### config.mk
export PLATFORM = sky130hd
export DESIGN_NAME = alu_cmd_sequencer_flat
export DESIGN_NICKNAME = d
export VERILOG_FILES = /design/src/rtl/alu_cmd_sequencer_pkg.sv /design/src/rtl/alu_cmd_sequencer_if.sv /design/src/rtl/alu_cmd_sequencer_watchdog.sv /design/src/rtl/alu_cmd_sequencer.sv /design/src/flat_wrapper.sv
export SDC_FILE = /design/constraint.sdc
export NUM_CORES = 1
export LEC_CHECK = 0
export CORE_MARGIN = 3
export CORE_UTILIZATION = 48
export DETAILED_ROUTE_END_ITERATION = 8
export GPL_TIMING_DRIVEN = 0
export PLACE_DENSITY_LB_ADDON = 0.12
export SKIP_LAST_GASP = 1
export SLEW_MARGIN = 30
export SYNTH_ARGS = -nofsm -noshare
export SYNTH_HDL_FRONTEND = slang
export SYNTH_HIERARCHICAL = 1
export SYNTH_SLANG_ARGS = --single-unit
export TNS_END_PERCENT = 1
### constraint.sdc
create_clock -name i_clk -period 2.68 [get_ports i_clk]
set_clock_uncertainty 0.1 [all_clocks]
set_input_delay 0.536 -clock i_clk [delete_from_list [all_inputs] [get_ports i_clk]]
set_output_delay 0.536 -clock i_clk [all_outputs]
set_load 0.1 [all_outputs]
### src/rtl/alu_cmd_sequencer_pkg.sv
// Shared op codes, FSM state encoding and result-byte count for the ALU command sequencer.
package alu_seq_pkg;

  localparam logic [1:0] OP_ADD  = 2'b00;
  localparam logic [1:0] OP_SUB  = 2'b01;
  localparam logic [1:0] OP_MULT = 2'b10;
  localparam logic [1:0] OP_DIV  = 2'b11;

  typedef enum logic [2:0] {
    S_IDLE,
    S_BEGIN,
    S_FEED0,
    S_FEED1,
    S_FEED2,
    S_RUN,
    S_ABORT,
    S_RESP
  } state_t;

  // mult/div return two bytes (hi then lo); add/sub return only the low byte
  function automatic logic [1:0] exp_bytes(input logic [1:0] op);
    return op[1] ? 2'd2 : 2'd1;
  endfunction

endpackage

### src/rtl/alu_cmd_sequencer_if.sv
// Command and response valid/ready bundle between a requester (master) and the sequencer (slave).
interface alu_cmd_sequencer_if #(
  parameter int W = 8
);
  logic         cmd_valid;
  logic         cmd_ready;
  logic [1:0]   cmd_op;
  logic [W-1:0] cmd_w0;
  logic [W-1:0] cmd_w1;
  logic [W-1:0] cmd_w2;
  logic         rsp_valid;
  logic         rsp_ready;
  logic [W-1:0] rsp_hi;
  logic [W-1:0] rsp_lo;
  logic         rsp_err;

  modport master (
    output cmd_valid, cmd_op, cmd_w0, cmd_w1, cmd_w2, rsp_ready,
    input  cmd_ready, rsp_valid, rsp_hi, rsp_lo, rsp_err
  );

  modport slave (
    input  cmd_valid, cmd_op, cmd_w0, cmd_w1, cmd_w2, rsp_ready,
    output cmd_ready, rsp_valid, rsp_hi, rsp_lo, rsp_err
  );
endinterface

### src/rtl/alu_cmd_sequencer_watchdog.sv
// RUN-cycle watchdog: counts while enabled, cleared otherwise, saturating; flags the last allowed cycle.
// On fire it produces an ABORT_RST-cycle reset pulse starting the following cycle.
module alu_watchdog #(
  parameter int TIMEOUT_CYC = 64,
  parameter int ABORT_RST   = 2
) (
  input  logic i_clk,
  input  logic i_rst,
  input  logic i_en,
  input  logic i_fire,
  output logic o_timeout,
  output logic o_abort_rst,
  output logic o_abort_last
);
  localparam int CW = $clog2(TIMEOUT_CYC + 1);
  localparam int PW = $clog2(ABORT_RST + 1);

  logic [CW-1:0] r_cnt;
  logic [PW-1:0] r_pulse;

  always_ff @(posedge i_clk) begin
    if (i_rst) begin
      r_cnt   <= '0;
      r_pulse <= '0;
    end else begin
      if (!i_en)
        r_cnt <= '0;
      else if (r_cnt != CW'(TIMEOUT_CYC))
        r_cnt <= r_cnt + CW'(1);

      if (i_fire)
        r_pulse <= PW'(ABORT_RST);
      else if (r_pulse != '0)
        r_pulse <= r_pulse - PW'(1);
    end
  end

  assign o_timeout    = i_en & (r_cnt == CW'(TIMEOUT_CYC - 1));
  assign o_abort_rst  = (r_pulse != '0);
  assign o_abort_last = (r_pulse == PW'(1));
endmodule

### src/rtl/alu_cmd_sequencer.sv
// Front-end for the sequential ALU: one command in, begin/operand bytes out in ALU order, result bytes back as one response.
// alu_begin the cycle after accept; cmd_ready stays low until the response is taken; response held until rsp_ready.
module alu_cmd_sequencer
  import alu_seq_pkg::*;
#(
  parameter int W           = 8,
  parameter int TIMEOUT_CYC = 64,
  parameter int ABORT_RST   = 2
) (
  input  logic               i_clk,
  input  logic               i_rst,
  alu_cmd_sequencer_if.slave s_cmd,
  output logic               o_alu_rst,
  output logic               o_alu_begin,
  output logic [1:0]         o_alu_op,
  output logic [W-1:0]       o_alu_in,
  input  logic [W-1:0]       i_alu_out,
  input  logic               i_alu_wr,
  input  logic               i_alu_end
);
  state_t       r_state, w_next;
  logic [1:0]   r_op;
  logic [W-1:0] r_w0, r_w1, r_w2;
  logic [W-1:0] r_hi, r_lo;
  logic         r_err;
  logic [1:0]   r_ncap;
  logic [1:0]   w_exp;
  logic         w_cmd_hs, w_rsp_hs, w_cap, w_fire;
  logic         w_timeout, w_abort_rst, w_abort_last;
  logic [W-1:0] w_alu_in;

  assign w_exp    = exp_bytes(r_op);
  assign w_cmd_hs = s_cmd.cmd_valid & s_cmd.cmd_ready;
  assign w_rsp_hs = s_cmd.rsp_valid & s_cmd.rsp_ready;
  assign w_cap    = (r_state == S_RUN) & i_alu_wr & (r_ncap < w_exp);

  alu_watchdog #(
    .TIMEOUT_CYC (TIMEOUT_CYC),
    .ABORT_RST   (ABORT_RST)
  ) u_watchdog (
    .i_clk        (i_clk),
    .i_rst        (i_rst),
    .i_en         (r_state == S_RUN),
    .i_fire       (w_fire),
    .o_timeout    (w_timeout),
    .o_abort_rst  (w_abort_rst),
    .o_abort_last (w_abort_last)
  );

  always_comb begin
    w_next = r_state;
    w_fire = 1'b0;
    case (r_state)
      S_IDLE:  if (w_cmd_hs) w_next = S_BEGIN;
      S_BEGIN: w_next = S_FEED0;
      S_FEED0: w_next = S_FEED1;
      S_FEED1: w_next = (r_op == OP_DIV) ? S_FEED2 : S_RUN;
      S_FEED2: w_next = S_RUN;
      S_RUN: begin
        // alu_end beats a timeout landing on the same cycle
        if (i_alu_end) begin
          w_next = S_RESP;
        end else if (w_timeout) begin
          w_next = S_ABORT;
          w_fire = 1'b1;
        end
      end
      S_ABORT: if (w_abort_last) w_next = S_RESP;
      S_RESP:  if (w_rsp_hs) w_next = S_IDLE;
      default: w_next = S_IDLE;
    endcase
  end

  always_comb begin
    w_alu_in = '0;
    case (r_state)
      S_FEED0: w_alu_in = r_w0;
      S_FEED1: w_alu_in = r_w1;
      S_FEED2: w_alu_in = r_w2;
      default: w_alu_in = '0;
    endcase
  end

  always_ff @(posedge i_clk) begin
    if (i_rst) begin
      r_state <= S_IDLE;
      r_op    <= OP_ADD;
      r_w0    <= '0;
      r_w1    <= '0;
      r_w2    <= '0;
      r_hi    <= '0;
      r_lo    <= '0;
      r_err   <= 1'b0;
      r_ncap  <= '0;
    end else begin
      r_state <= w_next;
      if (w_cmd_hs) begin
        r_op   <= s_cmd.cmd_op;
        r_w0   <= s_cmd.cmd_w0;
        r_w1   <= s_cmd.cmd_w1;
        r_w2   <= s_cmd.cmd_w2;
        r_hi   <= '0;
        r_lo   <= '0;
        r_err  <= 1'b0;
        r_ncap <= '0;
      end
      if (w_rsp_hs)
        r_op <= OP_ADD;
      if (w_cap) begin
        r_ncap <= r_ncap + 2'd1;
        if (r_op[1] && (r_ncap == 2'd0))
          r_hi <= i_alu_out;
        else
          r_lo <= i_alu_out;
      end
      if ((r_state == S_RUN) && i_alu_end)
        r_err <= ((r_ncap + {1'b0, w_cap}) < w_exp);
      if (w_fire) begin
        r_hi  <= '0;
        r_lo  <= '0;
        r_err <= 1'b1;
      end
    end
  end

  assign s_cmd.cmd_ready = (r_state == S_IDLE) & ~i_rst;
  assign s_cmd.rsp_valid = (r_state == S_RESP);
  assign s_cmd.rsp_hi    = r_hi;
  assign s_cmd.rsp_lo    = r_lo;
  assign s_cmd.rsp_err   = r_err;

  assign o_alu_rst   = i_rst | w_abort_rst;
  assign o_alu_begin = (r_state == S_BEGIN);
  assign o_alu_op    = r_op;
  assign o_alu_in    = w_alu_in;
endmodule
### src/flat_wrapper.sv
// flat-port wrapper written by rule: the top's interface ports become plain ports
module alu_cmd_sequencer_flat import alu_seq_pkg::*;
#(
  parameter int W           = 8,
  parameter int TIMEOUT_CYC = 64,
  parameter int ABORT_RST   = 2
)
  (i_clk, i_rst, o_alu_rst, o_alu_begin, o_alu_op, o_alu_in, i_alu_out, i_alu_wr, i_alu_end, s_cmd_cmd_valid, s_cmd_cmd_op, s_cmd_cmd_w0, s_cmd_cmd_w1, s_cmd_cmd_w2, s_cmd_rsp_ready, s_cmd_cmd_ready, s_cmd_rsp_valid, s_cmd_rsp_hi, s_cmd_rsp_lo, s_cmd_rsp_err);
  alu_cmd_sequencer_if #(.W(W)) s_cmd_i ();
  input  logic i_clk;
  input  logic i_rst;
  output logic o_alu_rst;
  output logic o_alu_begin;
  output logic [1:0] o_alu_op;
  output logic [W-1:0] o_alu_in;
  input  logic [W-1:0] i_alu_out;
  input  logic i_alu_wr;
  input  logic i_alu_end;
  input wire logic [$bits(s_cmd_i.cmd_valid)-1:0] s_cmd_cmd_valid;
  input wire logic [$bits(s_cmd_i.cmd_op)-1:0] s_cmd_cmd_op;
  input wire logic [$bits(s_cmd_i.cmd_w0)-1:0] s_cmd_cmd_w0;
  input wire logic [$bits(s_cmd_i.cmd_w1)-1:0] s_cmd_cmd_w1;
  input wire logic [$bits(s_cmd_i.cmd_w2)-1:0] s_cmd_cmd_w2;
  input wire logic [$bits(s_cmd_i.rsp_ready)-1:0] s_cmd_rsp_ready;
  output wire logic [$bits(s_cmd_i.cmd_ready)-1:0] s_cmd_cmd_ready;
  output wire logic [$bits(s_cmd_i.rsp_valid)-1:0] s_cmd_rsp_valid;
  output wire logic [$bits(s_cmd_i.rsp_hi)-1:0] s_cmd_rsp_hi;
  output wire logic [$bits(s_cmd_i.rsp_lo)-1:0] s_cmd_rsp_lo;
  output wire logic [$bits(s_cmd_i.rsp_err)-1:0] s_cmd_rsp_err;
  assign s_cmd_i.cmd_valid = s_cmd_cmd_valid;
  assign s_cmd_i.cmd_op = s_cmd_cmd_op;
  assign s_cmd_i.cmd_w0 = s_cmd_cmd_w0;
  assign s_cmd_i.cmd_w1 = s_cmd_cmd_w1;
  assign s_cmd_i.cmd_w2 = s_cmd_cmd_w2;
  assign s_cmd_i.rsp_ready = s_cmd_rsp_ready;
  assign s_cmd_cmd_ready = s_cmd_i.cmd_ready;
  assign s_cmd_rsp_valid = s_cmd_i.rsp_valid;
  assign s_cmd_rsp_hi = s_cmd_i.rsp_hi;
  assign s_cmd_rsp_lo = s_cmd_i.rsp_lo;
  assign s_cmd_rsp_err = s_cmd_i.rsp_err;
  alu_cmd_sequencer #(.W(W), .TIMEOUT_CYC(TIMEOUT_CYC), .ABORT_RST(ABORT_RST)) u_core (.i_clk(i_clk), .i_rst(i_rst), .s_cmd(s_cmd_i), .o_alu_rst(o_alu_rst), .o_alu_begin(o_alu_begin), .o_alu_op(o_alu_op), .o_alu_in(o_alu_in), .i_alu_out(i_alu_out), .i_alu_wr(i_alu_wr), .i_alu_end(i_alu_end));
endmodule
==> impl_metrics.json, run 1 <==
{
  "met3_usage_pct": 4.37,
  "cts_sinks": 57,
  "grt_max_degree": 11,
  "num_io_pins": 71,
  "htree_levels": 3,
  "core_um2": 5240,
  "syn_nets": 382,
  "setup_ws_ns": -0.0795,
  "die_h_um": 80.7,
  "worstSkewPairLatency_ns": 0.33,
  "synth.largest_area_cell": "dfxtp_1",
  "grt_pass1_vias": 2575,
  "synth_edf_count": 0,
  "end_kind": "output port",
  "worst_ep_required_time_ns": 2.04,
  "firstDrtPassIters": 4,
  "port_buffers": 70,
  "drtIter0Drc": 137,
  "path_class": "reg -> out",
  "num_vias": 2602,
  "synth-main-ff-cell": "dfxtp_1",
  "die_w_um": 80.7,
  "place_congestion": 0.869,
  "grt_first_pass_wirelength_um": 11300,
  "instances_no_fill": 487,
  "yosysWarnings": 6,
  "antenna_left": 0,
  "seq_area_frac_synth_pct": 42.6,
  "ys_seq_elements": 57,
  "outcome": "finished with violations",
  "drv_slew": 0,
  "drcViolationCount": 0,
  "relSlewSlack_pct": 34.5,
  "placed_cells": 471,
  "hold_path_class": "reg -> reg",
  "critical_path_arrival_ns": 2.12,
  "initial_core_util_pct": 51.1,
  "fin_crit_ns": 2.76,
  "synth_area_per_cell_um2": 8.09,
  "wl_per_cell_um": 14.2,
  "root_buffer": "clkbuf_8",
  "track_usage_pct": 22.7,
  "grt_overflow": 0,
  "finalCritPeriodShare_pct": 103,
  "drive_above_1_share_pct": 12.9,
  "violations": "setup timing",
  "cts_hold_buf": 0,
  "n_antenna_cell": 0,
  "total_power_mw": 3.00,
  "use_met1_pct": 25.5,
  "hold_viol_final": 0,
  "dp_hpwl_um": 5090,
  "holdWs_ns": 0.361,
  "rows": 26,
  "setup_violations": 10,
  "dieArea_um2": 6510,
  "area_growth_pct": 37.6,
  "grt_setup_unrepaired": "yes",
  "synth_cell_types": 43,
  "fin_util_pct": 70.3,
  "synthTopCellsByArea": "dfxtp_1 43%, nand2_1 12%, o21ai_0 6.0%",
  "ir_drop_mv": 0.486,
  "place_ws_ns": -0.637,
  "syn_inst": 331,
  "max_slew.worst_pin.slew_ns": 0.980,
  "syn_area_um2": 2680,
  "grt_busiest_layer": "met2",
  "cts_buffer_depth": 2,
  "wl_um": 6940,
  "postCtsSetupBuffers": 0,
  "cts_buffers": 9,
  "via_per_inst": 5.34,
  "async_flop_share_pct": 0,
  "maxClockFrequency_mhz": 362,
  "cts_tree": "built",
  "p_per_area_nw_per_um2": 813,
  "use_met2_pct": 39.5,
  "clk_pin_slew_ns": 0.07,
  "nNetsFinal": 463,
  "antenna_found_initial": 0,
  "start_kind": "register",
  "cts_resized": 47,
  "synth.top_cell.area_share_pct": 42.6,
  "max_cap_viol_count": 0,
  "crit_path_max_fanout": 8,
  "power_leakage_nw": 1.41
}
layer usage:
| layer | vias up | share of wire, % |
|---|---|---|
| li1 | 1299 | - |
| met3 | 21 | 4.9 |
| met4 | 0 | 3.3 |
| met1 | 1200 | 41 |
| met2 | 82 | 51 |
| met5 | - | 0 |
worst max-delay path: stages, from the launching register on:
cell and delay (ns):
dfxtp_1 0.34, inv_1 0.09, ha_1 0.23, nor2b_1 0.15
clkbuf_1 0.40, a32oi_1 0.14, nand2_1 0.11, clkbuf_4 0.33
worst paths after layout:
| kind | from | end | slack (ns) | cells after the start |
|---|---|---|---|---|
| worst max register to register | u_core/r_state[1]$_SDFFE_PP0P_ | u_core/s_cmd.rsp_err$_SDFFE_PP0P_ | 0.18 | 12 |
| worst max-delay path | u_core/r_state[0]$_SDFFE_PP0P_ | o_alu_in[4] | -0.08 | 7 |
| worst min register to register | u_core/r_w1[7]$_SDFFE_PP0P_ | u_core/r_w1[7]$_SDFFE_PP0P_ | 0.36 | 2 |
| worst min-delay path | u_core/r_w1[7]$_SDFFE_PP0P_ | u_core/r_w1[7]$_SDFFE_PP0P_ | 0.36 | 2 |
cell type report:
type | instances | area [µm²]
buffer | 19 | 110
inverter | 10 | 37.5
timing repair buffer | 70 | 677
tap | 70 | 87.6
clock inverter | 5 | 77.6
clock buffer | 11 | 151
fill | 455 | 1550
sequential | 57 | 1140
multi-input combinational | 245 | 1400
state kept, by name (all words and copies together), names as in the netlist:
name	cells
u_core/s_cmd.rsp_lo	8
u_core/u_watchdog/r_pulse	2
u_core/r_w0	8
u_core/s_cmd.rsp_hi	8
u_core/r_w2	8
u_core/r_ncap	2
u_core/s_cmd.rsp_err	1
u_core/r_w1	8
u_core/u_watchdog/r_cnt	7
u_core/o_alu_op	2
u_core/r_state	3
cells in the final DEF (no fill, tap or decap), types with 4 or more instances in the layout:
cell / synthesis / routed
a21oi_1: 21 / 21
a22oi_1: 9 / 9
a32oi_1: 8 / 8
and2_1: 4 / 4
buf_2: 6 / 6
clkbuf_1: 8 / 7
clkbuf_4: 0 / 8
clkbuf_8: 0 / 11
clkdlybuf4s50_1: 0 / 58
dfxtp_1: 57 / 56
ha_1: 11 / 11
inv_1: 9 / 9
nand2_1: 82 / 82
nand2b_1: 4 / 4
nand3_1: 15 / 15
nor2_1: 14 / 14
nor2b_1: 7 / 7
o21ai_0: 32 / 32
metrics by stage:
| step | setup TNS (ns) | instance area (µm²) |
|---|---|---|
| final | -0.470 | 3680 |
| after global routing | -1.24 | 3680 |
| after CTS | -1.29 | 3680 |
| after detailed placement | -4.96 | 3480 |
| after global placement | -4.60 | 3480 |
| after floorplan | 0 | 2690 |
logic make-up after synthesis:
group / count (synthesis) / synth area share, %
adder cells (fa/ha/maj): 11 / 5.14
buffers and inverters: 29 / 5.47
AND/OR/NAND/NOR: 146 / 25.4
flip-flops: 57 / 42.6
AO/OA/AOI/OAI: 84 / 20.0
XOR/XNOR: 4 / 1.31
power by group:
part | switching [mW] | leakage [nW] | internal (mW) | total (mW)
clock network | 0.352 | 0.115 | 0.571 | 0.923
logic | 0.722 | 0.827 | 0.323 | 1.05
registers | 0.0713 | 0.464 | 0.956 | 1.03
cells in the mapped netlist, types with 2 or more instances:
cell type	n
nor3b_1	2
or3_1	2
nand3_1	15
a21o_1	3
inv_1	9
xor2_1	3
a22oi_1	9
a32oi_1	8
and2_4	2
nand2_1	82
nor4_1	2
nand2b_1	4
a21oi_1	21
o21ai_1	2
buf_4	2
and2_1	4
dfxtp_1	57
buf_2	6
or2_2	2
ha_1	11
o21ai_0	32
nor2_1	14
nor3_1	3
a21oi_2	2
clkbuf_1	8
nor2b_1	7
buf_6	3
(Power assumes the default switching activity.)
==> inputs of run 2 (changes only) <==
CTS_CLUSTER_SIZE = 8   (was default)
==> results of run 2 <==
The final DEF is identical to that of run 1; final timing and power are the same.
==> RTL edit, RTL diff (flow settings as in run 2) <==
`W` is set to 8 in 3 places; all go to 10.
--- a/src/rtl/alu_cmd_sequencer_if.sv
+++ b/src/rtl/alu_cmd_sequencer_if.sv
@@ -2,3 +2,3 @@
 interface alu_cmd_sequencer_if #(
-  parameter int W = 8
+  parameter int W = 10
 );
--- a/src/rtl/alu_cmd_sequencer.sv
+++ b/src/rtl/alu_cmd_sequencer.sv
@@ -5,3 +5,3 @@
 #(
-  parameter int W           = 8,
+  parameter int W           = 10,
   parameter int TIMEOUT_CYC = 64,
--- a/src/flat_wrapper.sv
+++ b/src/flat_wrapper.sv
@@ -3,3 +3,3 @@
 #(
-  parameter int W           = 8,
+  parameter int W           = 10,
   parameter int TIMEOUT_CYC = 64,
Interface: changed (7 resized); port bits go from 71 to 85. No check against the original RTL was run, so the function may have changed too.
==> RTL edit against run 2 <==
The run still ends with negative setup slack left; worst setup slack got worse by 0.032 ns; register-to-register slack worse by 0.10 ns; final area is 15% higher; final cell count is 14% higher; sequential power is 17% higher; area after synthesis rose by 15%; sequential share of layout area rose by 0.81 points; wire length rose by 15%; count of clock-buffer cells in the layout down 1; sequential cell count rose by 10; core utilization decreased by 0.72 points; combinational power decreased by 6%; power up 8.1%; largest power group is now registers.
==> RTL edit: results (changes against run 2) <==
| Metric | Value |
|---|---|
| XOR/XNOR share of the synthesized area | `1.14% (-0.17 points)` |
| Distinct cells, synth | `38 (-12%)` |
| Clk tree area frac | `5.93% (-0.28 points)` |
| Syn nets | `437 (+14%)` |
| Global placement routability congestion | `0.815 (-6.2%)` |
| Met1 Resource Use GR | `26.7% (+1.1 points)` |
| Buffering overhead | `21.2% (-0.16 points)` |
| Layout cell share with drive strength beyond 1 | `11.1% (-1.9 points)` |
| WL final | `8000 um (+15%)` |
| Worst Hold Path EP | `u_core/u_watchdog/r_pulse[0]` |
| Multi-input logic area | `1600 um^2 (+14%)` |
| Failing checks | `negative setup slack` |
| Normalized max-slew margin | `33.2% (-1.2 points)` |
| Pleak | `1.66 nW (+18%)` |
| Worst hold path startpoint | `u_core/u_watchdog/r_pulse[0]` |
| Setup violators final | `12 (+2)` |
| Worst VDD drop | `0.000501 V (+3.0%)` |
| Placed cell area | `4020 um^2 (+16%)` |
| Commonest cells post-synth | `70 x nand2_1, 67 x dfxtp_1, 36 x nand2b_1` |
| Sequential element share of the synthesized area | `43.6% (+0.98 points)` |
| Hold WS | `0.365 ns (+0.00484 ns)` |
| Worst path slowest cell | `dlygate4sd2_1` |
| Setup WS post-layout | `-0.111 ns (-0.0319 ns)` |
| Non-clock buffers | `106 (+19%)` |
| Fillers | `517 (+14%)` |
| Syn avg cell area | `8.14 um^2 (+0.63%)` |
| Total iterations of the first detailed-routing run | `5 (+1)` |
| Final nets | `532 (+15%)` |
| Met2 routed WL | `3770 um (+7.1%)` |
| Vias in the first global route | `2985 (+16%)` |
| First-pass GRT wire length | `13200 um (+17%)` |
| GR Layer Usage met2 | `37.3% (-2.2 points)` |
| Routed wl met3 | `706 um (+110%)` |
| Clkbuf count | `10 (-1)` |
| Placed cells | `537 (+14%)` |
| Internal Power | `0.00208 W (+13%)` |
| Reg-to-reg slack, setup | `0.08 ns (-0.10 ns)` |
| Status | `finished, violations left` |
| Detailed placement HPWL | `5720 um (+12%)` |
| Met3 usage | `6.53% (+2.2 points)` |
| Port bufs | `84 (+20%)` |
## RTL edit: cell count changes after synthesis, sizes merged, moves of 2 or more
cell,before,now
nand2b,4,36
a22oi,9,21
nand2,82,70
dfxtp,57,67
a32oi,8,1
o21ai,35,40
buf,11,14
nor2,14,17
a21o,3,1
a21oi,23,25
## RTL edit: critical path, delay by kind of cell (launching register included)
family	cells	cell delay, ns
adders and majority gates	1	0.27
buffers and inverters	2	0.97
DFF	1	0.34
and+or+nand+nor	1	0.23
## RTL edit: power groups by stage
stage | clock [W] | sequential [W] | combinational [W]
6_report | 0.00104 | 0.00121 | 0.000989
5_1_grt | 0.00110 | 0.00122 | 0.00107
4_1_cts | 0.00106 | 0.00120 | 0.000994
3_5_place_dp | 0 | 0.00123 | 0.00101
3_3_place_gp | 0 | 0.00122 | 0.000991
2_1_floorplan | 0 | 0.00125 | 0.000686
## RTL edit: repair_timing
action,4_1_cts,5_1_grt
endpoints found under the setup margin,14,25
hold endpoints to repair,0,0
gates resized for setup,57,8
